File: config.mk
export PLATFORM = sky130hd
export DESIGN_NAME = pipe_stage_reg
export DESIGN_NICKNAME = d
export VERILOG_FILES = /design/src/rtl/pipe_stage_reg_pkg.sv /design/src/rtl/pipe_entry.sv /design/src/rtl/pipe_stage_reg.sv
export SDC_FILE = /design/constraint.sdc
export NUM_CORES = 1
export LEC_CHECK = 0
export CAP_MARGIN = 20
export CELL_PAD_IN_SITES_DETAIL_PLACEMENT = 0
export CELL_PAD_IN_SITES_GLOBAL_PLACEMENT = 1
export CORE_ASPECT_RATIO = 1.4
export CORE_MARGIN = 4
export CORE_UTILIZATION = 27
export CTS_CLUSTER_SIZE = 25
export DETAILED_ROUTE_END_ITERATION = 10
export PLACE_DENSITY_LB_ADDON = 0.1
export SETUP_SLACK_MARGIN = 0.5
export SYNTH_ARGS = -nofsm -noshare
export SYNTH_HDL_FRONTEND = slang
export SYNTH_SLANG_ARGS = --single-unit
File: constraint.sdc
create_clock -name clk -period 11.9 [get_ports clk]
set_input_delay 2.38 -clock clk [delete_from_list [all_inputs] [get_ports clk]]
set_output_delay 2.38 -clock clk [all_outputs]
set_load 0.01 [all_outputs]
File: src/rtl/pipe_stage_reg_pkg.sv
// Shared pipeline constants for stage registers.
package pipe_stage_reg_pkg;
    localparam int REG_IDX_W  = 5;
    localparam int PC_W       = 32;
    localparam int DEF_CTRL_W = 3;
    localparam int DEF_DATA_W = 64;

    // Number of held entries from the two valid bits.
    function automatic logic [1:0] count_valid(input logic a, input logic b);
        return {1'b0, a} + {1'b0, b};
    endfunction
endpackage

File: src/rtl/pipe_entry.sv
// One storage slot: a valid bit plus a payload register with load enable.
// Both clear asynchronously; the payload resets to RESET_VAL.
module pipe_entry #(
    parameter int           W         = 8,
    parameter logic [W-1:0] RESET_VAL = '0
) (
    input  logic         clk,
    input  logic         reset,
    input  logic         load,
    input  logic         vld_d,
    input  logic [W-1:0] d,
    output logic         vld,
    output logic [W-1:0] q
);
    // Valid bit follows vld_d every cycle; payload only changes on load.
    always_ff @(posedge clk or posedge reset) begin
        if (reset) begin
            vld <= 1'b0;
            q   <= RESET_VAL;
        end else begin
            vld <= vld_d;
            if (load)
                q <= d;
        end
    end
endmodule

File: src/rtl/pipe_stage_reg.sv
// Pipeline stage register with a skid slot: registered in_ready, one-cycle
// latency, flush, and bubble gating of the control bits.
module pipe_stage_reg
    import pipe_stage_reg_pkg::*;
#(
    parameter int          DATA_W   = DEF_DATA_W,
    parameter int          CTRL_W   = DEF_CTRL_W,
    parameter logic [31:0] PC_RESET = 32'h00000000
) (
    input  logic                 clk,
    input  logic                 reset,
    input  logic                 in_valid,
    output logic                 in_ready,
    input  logic [PC_W-1:0]      in_pc,
    input  logic [DATA_W-1:0]    in_data,
    input  logic [CTRL_W-1:0]    in_ctrl,
    input  logic [REG_IDX_W-1:0] in_rd,
    input  logic                 flush,
    output logic                 out_valid,
    input  logic                 out_ready,
    output logic [PC_W-1:0]      out_pc,
    output logic [DATA_W-1:0]    out_data,
    output logic [CTRL_W-1:0]    out_ctrl,
    output logic [REG_IDX_W-1:0] out_rd,
    output logic [1:0]           occupancy
);
    localparam int PAY_W = PC_W + DATA_W + CTRL_W + REG_IDX_W;
    localparam logic [PAY_W-1:0] MAIN_RST = {PC_RESET, {(DATA_W + CTRL_W + REG_IDX_W){1'b0}}};

    logic             main_vld, skid_vld;
    logic             main_load, skid_load, main_vld_d, skid_vld_d;
    logic [PAY_W-1:0] main_d, main_q, skid_q, in_pay;
    logic             accept, drain;
    logic [CTRL_W-1:0] held_ctrl;

    assign in_pay   = {in_pc, in_data, in_ctrl, in_rd};
    assign in_ready = !skid_vld;
    assign accept   = in_valid && in_ready;
    assign drain    = main_vld && out_ready;

    // Slot control: flush clears both valids (payload kept), otherwise
    // skid refills main on drain, and new words go to main or skid.
    always_comb begin
        main_load  = 1'b0;
        skid_load  = 1'b0;
        main_d     = in_pay;
        main_vld_d = main_vld;
        skid_vld_d = skid_vld;
        if (flush) begin
            main_vld_d = 1'b0;
            skid_vld_d = 1'b0;
        end else if (skid_vld) begin
            if (drain) begin
                main_load  = 1'b1;
                main_d     = skid_q;
                skid_vld_d = 1'b0;
            end
        end else if (accept) begin
            if (!main_vld || drain) begin
                main_load  = 1'b1;
                main_vld_d = 1'b1;
            end else begin
                skid_load  = 1'b1;
                skid_vld_d = 1'b1;
            end
        end else if (drain) begin
            main_vld_d = 1'b0;
        end
    end

    pipe_entry #(.W(PAY_W), .RESET_VAL(MAIN_RST)) u_main (
        .clk(clk), .reset(reset), .load(main_load), .vld_d(main_vld_d),
        .d(main_d), .vld(main_vld), .q(main_q)
    );

    pipe_entry #(.W(PAY_W), .RESET_VAL('0)) u_skid (
        .clk(clk), .reset(reset), .load(skid_load), .vld_d(skid_vld_d),
        .d(in_pay), .vld(skid_vld), .q(skid_q)
    );

    assign {out_pc, out_data, held_ctrl, out_rd} = main_q;
    assign out_valid = main_vld;
    // Bubbles must never assert control bits downstream.
    assign out_ctrl  = main_vld ? held_ctrl : '0;
    assign occupancy = count_valid(main_vld, skid_vld);
endmodule

Yosys cells after proc, flatten, opt, wreduce, memory -nomap -nowiden. Index checks and enable logic that the tools add are counted.

Output and inout bits: 108. Logic and storage cells: 35. Register bits after elaboration: 210.

Equality and inequality tests: 2. Reductions and logical operators: 7. Muxes and demuxes: 21. $add $sub $neg: 1.

Operators by type and width (count): 104-bit two-way mux (3); 1-bit two-way mux (17); 3-bit two-way mux (1); 3-bit by 2-bit != test with 1-bit output, second input constant (1); 3-bit AND reduction (1); 3-bit nonzero test (1); 1-bit by 1-bit adder with 2-bit output (1); 1-bit logical AND (2); 1-bit logical NOT (2); 2-bit != test, second input constant (1); 1-bit logical OR (1).

Logic depth before layout (Yosys ltp).
Depth after elaboration: 6. Mapped depth: 6. Mapped depth without buffers: 3.

Modules after synthesis. A second synthesis with hierarchy kept.

Cells, all modules: 577. Area, all modules: 9889.5 um2.

Modules (own cells, without submodules): pipe_entry (times used 2, sequential area each 2627.5 um2, cells each 222, area each 4141.5 um2); pipe_stage_reg (times used 1, sequential area each 0.0 um2, cells each 133, area each 1606.5 um2).

Least setup slack after synthesis. OpenSTA, ideal clock, no wires.

Path kind: input to register. From: in flush. To: reg u_main.q[38]. Stages: 5. Data arrival time: 3.691 ns. Path buffers: 2. Slack: 8.084 ns. Library setup time: 0.125 ns. Cells stage by stage: buf_2 nand4b_4 clkbuf_1 mux2_2 mux2_2.

Word-level cells in the longest chain between the ends: 1.

Ends and longest elaborated chain: start: declaration (RTL line pipe_stage_reg.sv:18) `input logic flush,`; 104-bit two-way mux or 1-bit two-way mux (tied branches) (RTL line pipe_stage_reg.sv:49) `if (flush) begin`; end signal: assignment (RTL line pipe_entry.sv:19) `q <= RESET_VAL;`; end signal: assignment (RTL line pipe_entry.sv:23) `q <= d;`; end: declaration (RTL line pipe_entry.sv:13) `output logic [W-1:0] q`.

Several ways; a longest one is shown, not always the timed one. A chain may end at the register's enable or synchronous reset.

Worst setup path in the final report.
From: in out_ready. To: reg u_main.q[75].

Word-level cells in the longest chain between the ends: 6.

Ends and longest elaborated chain: start: declaration (RTL line pipe_stage_reg.sv:20) `input logic out_ready,`; 1-bit logical AND * (RTL line pipe_stage_reg.sv:39) `assign drain = main_vld && out_ready;`; 1-bit logical OR (RTL line pipe_stage_reg.sv:59) `if (!main_vld || drain) begin`; 1-bit two-way mux (RTL line pipe_stage_reg.sv:59); 1-bit two-way mux (RTL line pipe_stage_reg.sv:58) `end else if (accept) begin`; 1-bit two-way mux (RTL line pipe_stage_reg.sv:52) `end else if (skid_vld) begin`; 1-bit two-way mux (RTL line pipe_stage_reg.sv:49).

Mark *: on every way between the ends. The rest lies on a longest branch, timed or not.

==> run metrics <==
DR pass1 iterations=4; most used cell, CP=buf_4; CP endpoint kind=flop; filler cell count=3489; slowest CP cell=buf_4; total power per unit cell area=177 nW/um2; max incr delay on CP=around 730 ps; Max VDD drop=0.000104 V; share of the synthesized area in the top cell type=0.529; pin count of the biggest net entering global routing=133; main combinational cell family by area after synthesis=multiplexers; Die Width=roughly 170 um; WP data required=about 12000 ps; mux share of post-synthesis cell area=0.349; WP depth=6; Max Cap Violations=0; Post-synth EDFFs=0; clock sinks=210; Worst Hold Depth=1; CTS tree=built; CTS Buf Count=25; vias per inst=around 4.3; Layout Utilization=0.350; clock root cell=clkbuf_16; chip height=235 um; Final WS setup=7000 ps; n_diodes=0; cell family with most CP delay=buffers and inverters; max-slew violations=0; Worst-Margin Slew=1070 ps; Post-Synth XOR/XNOR Area=0; GRT Total Usage=0.116; Antenna Violating Nets Remaining=0; Synth Area in Adders=0.00126; Synth cell types=24; Ys Warns=0; Final Hold Viols=0; CP Max Fanout=52; hpwl dp=about 15000 um; vias post-DR=5521; DRC=0; Post-Syn Nets=790; predominant post-synthesis flop cell=dfrtp_1; Synth Area in Compound Gates=0.00554; cts repair resizes=0; fmax=0.204 GHz; Slew headroom=0.284; number of port buffers=216; top cells by area, synth=dfrtp_1 (53%), mux2_2 (30%), buf_4 (8.3%), mux2_1 (4.6%), buf_6 (1.2%); Final Critical Period=4900 ps; drt initial violations=125; Simple-Gate Fraction of Synth Area=0.0117; total gr overflow=0; Synth Instances=slightly below 700; Startpoint Class=input port; Seq cells post-synth=210; post-DR wirelength/cell=18.3 um; vias in the first global route=6296; clk buf depth=3; Routed met3 length=1330 um; Final nets=905; Metal-1 WL=~9100 um; initial core utilization=0.275; unrepaired setup endpoints after global routing=false; commonest non-fill, non-tap cell in the layout=mux2_2; Setup TNS Final=0 ps; crit-path cells=clkdlybuf4s50_1 -> nor2b_1 -> a211oi_4 -> buf_4 -> buf_4 -> mux2_2; register area share after synthesis=0.529; biggest area consumer among synthesized cells=dfrtp_1; setup violators final=0; Hold WC Path Type=reg -> reg; Post-CTS Hold Buffers=0; placement row count=slightly above 80; share of post-route cells with drive strength above 1=0.393; cell area after synthesis=9940 um2; Lkg Pwr=5.16 nW; fin crit share=0.411; Post-CTS Setup Inserts=0; Clock Pin Slew Worst Setup and Hold Paths=around 60 ps; status=complete, no violations; clock skew=a little under 7 ps; io pins=~220; r2r worst-path depth=5; H-tree Lvls=1; initial antenna violation count=1; Setup CP Type=in -> reg; Skew-Pair Late Insertion Delay=roughly 520 ps; Final GP Congestion=0.710; Core Footprint=36100 um2; CP Buf/Inv Count=3; final wirelength=23300 um; Layout area overhead=27.1%; met2 routed WL=roughly 12000 um; DP Worst Slack=6300 ps; Top Layer Used=met5; most frequent cells in the layout=mux2_2 (267), clkdlybuf4s50_1 (216), dfrtp_1 (210); crit path DAT=5300 ps; die area=40000 um2; syn_area_per_cell=14.6 um2; first-pass GRT wire length=36800 um; Post-synth ARST share=1.00
## worst register-to-register path: cells and delay by family, from the launching register on
family          cells  cell delay [ps]
simple gates        1              170
flops               1              620
buf+inv             2             1410
mux                 1              460
compound gates      1              240
## worst paths after layout
kind / startpoint / endpoint / slack [ps]
worst max register to register: u_main.vld / u_main.q[75] / 8870
worst min register to register: u_skid.q[23] / u_skid.q[23] / 480
worst max-delay path: out_ready / u_main.q[75] / 7000
worst min-delay path: u_skid.q[23] / u_skid.q[23] / 480
min in group asynchronous: reset / u_main.q[57] / 2460
max in group asynchronous: reset / u_main.q[29] / 8120
## through the flow
stage | power [mW] | hold slack, ps | area, um2 | cells
after floorplan | 1.31 | 450 | 9940 | 680
after global placement | 1.45 | 461 | 11700 | 1228
after detailed placement | 1.47 | 470 | 11700 | 1228
after CTS | 2.29 | 483 | 12600 | 1271
after global routing | 2.37 | 486 | 12600 | 1273
final | 2.24 | 479 | 12600 | 1273
## metal layers
metal  vias to the layer above  GRT usage
met5                         -          0
met4                         2     0.0341
met3                        31     0.0257
met2                       150      0.208
met1                      2830      0.137
li1                       2508          -
## registers in the layout, indices dropped and copies added, names as in the netlist
name,flops
u_main.q,104
u_skid.vld,1
u_main.vld,1
u_skid.q,104
## power by group
part	leakage (nW)	switching (mW)	total [mW]	internal (mW)
clock network	0.421	0.295	0.792	0.497
registers	2.52	0.0913	0.980	0.888
logic	2.22	0.161	0.465	0.304
## cell usage after synthesis, types with 2 or more instances
| master | n |
|---|---|
| buf_2 | 9 |
| a311o_1 | 2 |
| and2_1 | 3 |
| buf_1 | 2 |
| inv_1 | 5 |
| nor4b_1 | 2 |
| buf_6 | 11 |
| mux2_1 | 41 |
| a21oi_1 | 2 |
| clkbuf_1 | 4 |
| mux2_2 | 267 |
| nor2_1 | 2 |
| dfrtp_1 | 210 |
| buf_4 | 110 |
## cell families after synthesis
| kind of cell | count (synthesis) |
|---|---|
| adder cells (fa/ha/maj) | 1 |
| flip-flops | 210 |
| AND/OR/NAND/NOR | 13 |
| buffers and inverters | 141 |
| multiplexers | 308 |
| AO/OA/AOI/OAI | 7 |
## cell type report
| type | count | area [um2] | area share |
|---|---|---|---|
| multi-input combinational | 329 | 3660 | 0.290 |
| tap | 462 | 578 | 0.0457 |
| sequential | 210 | 5260 | 0.416 |
| clock inverter | 6 | 108 | 0.00851 |
| inverter | 5 | 26.3 | 0.00208 |
| timing repair buffer | 224 | 2260 | 0.179 |
| clock buffer | 37 | 751 | 0.0594 |
No activity file was read; power rests on OpenSTA's default activity.
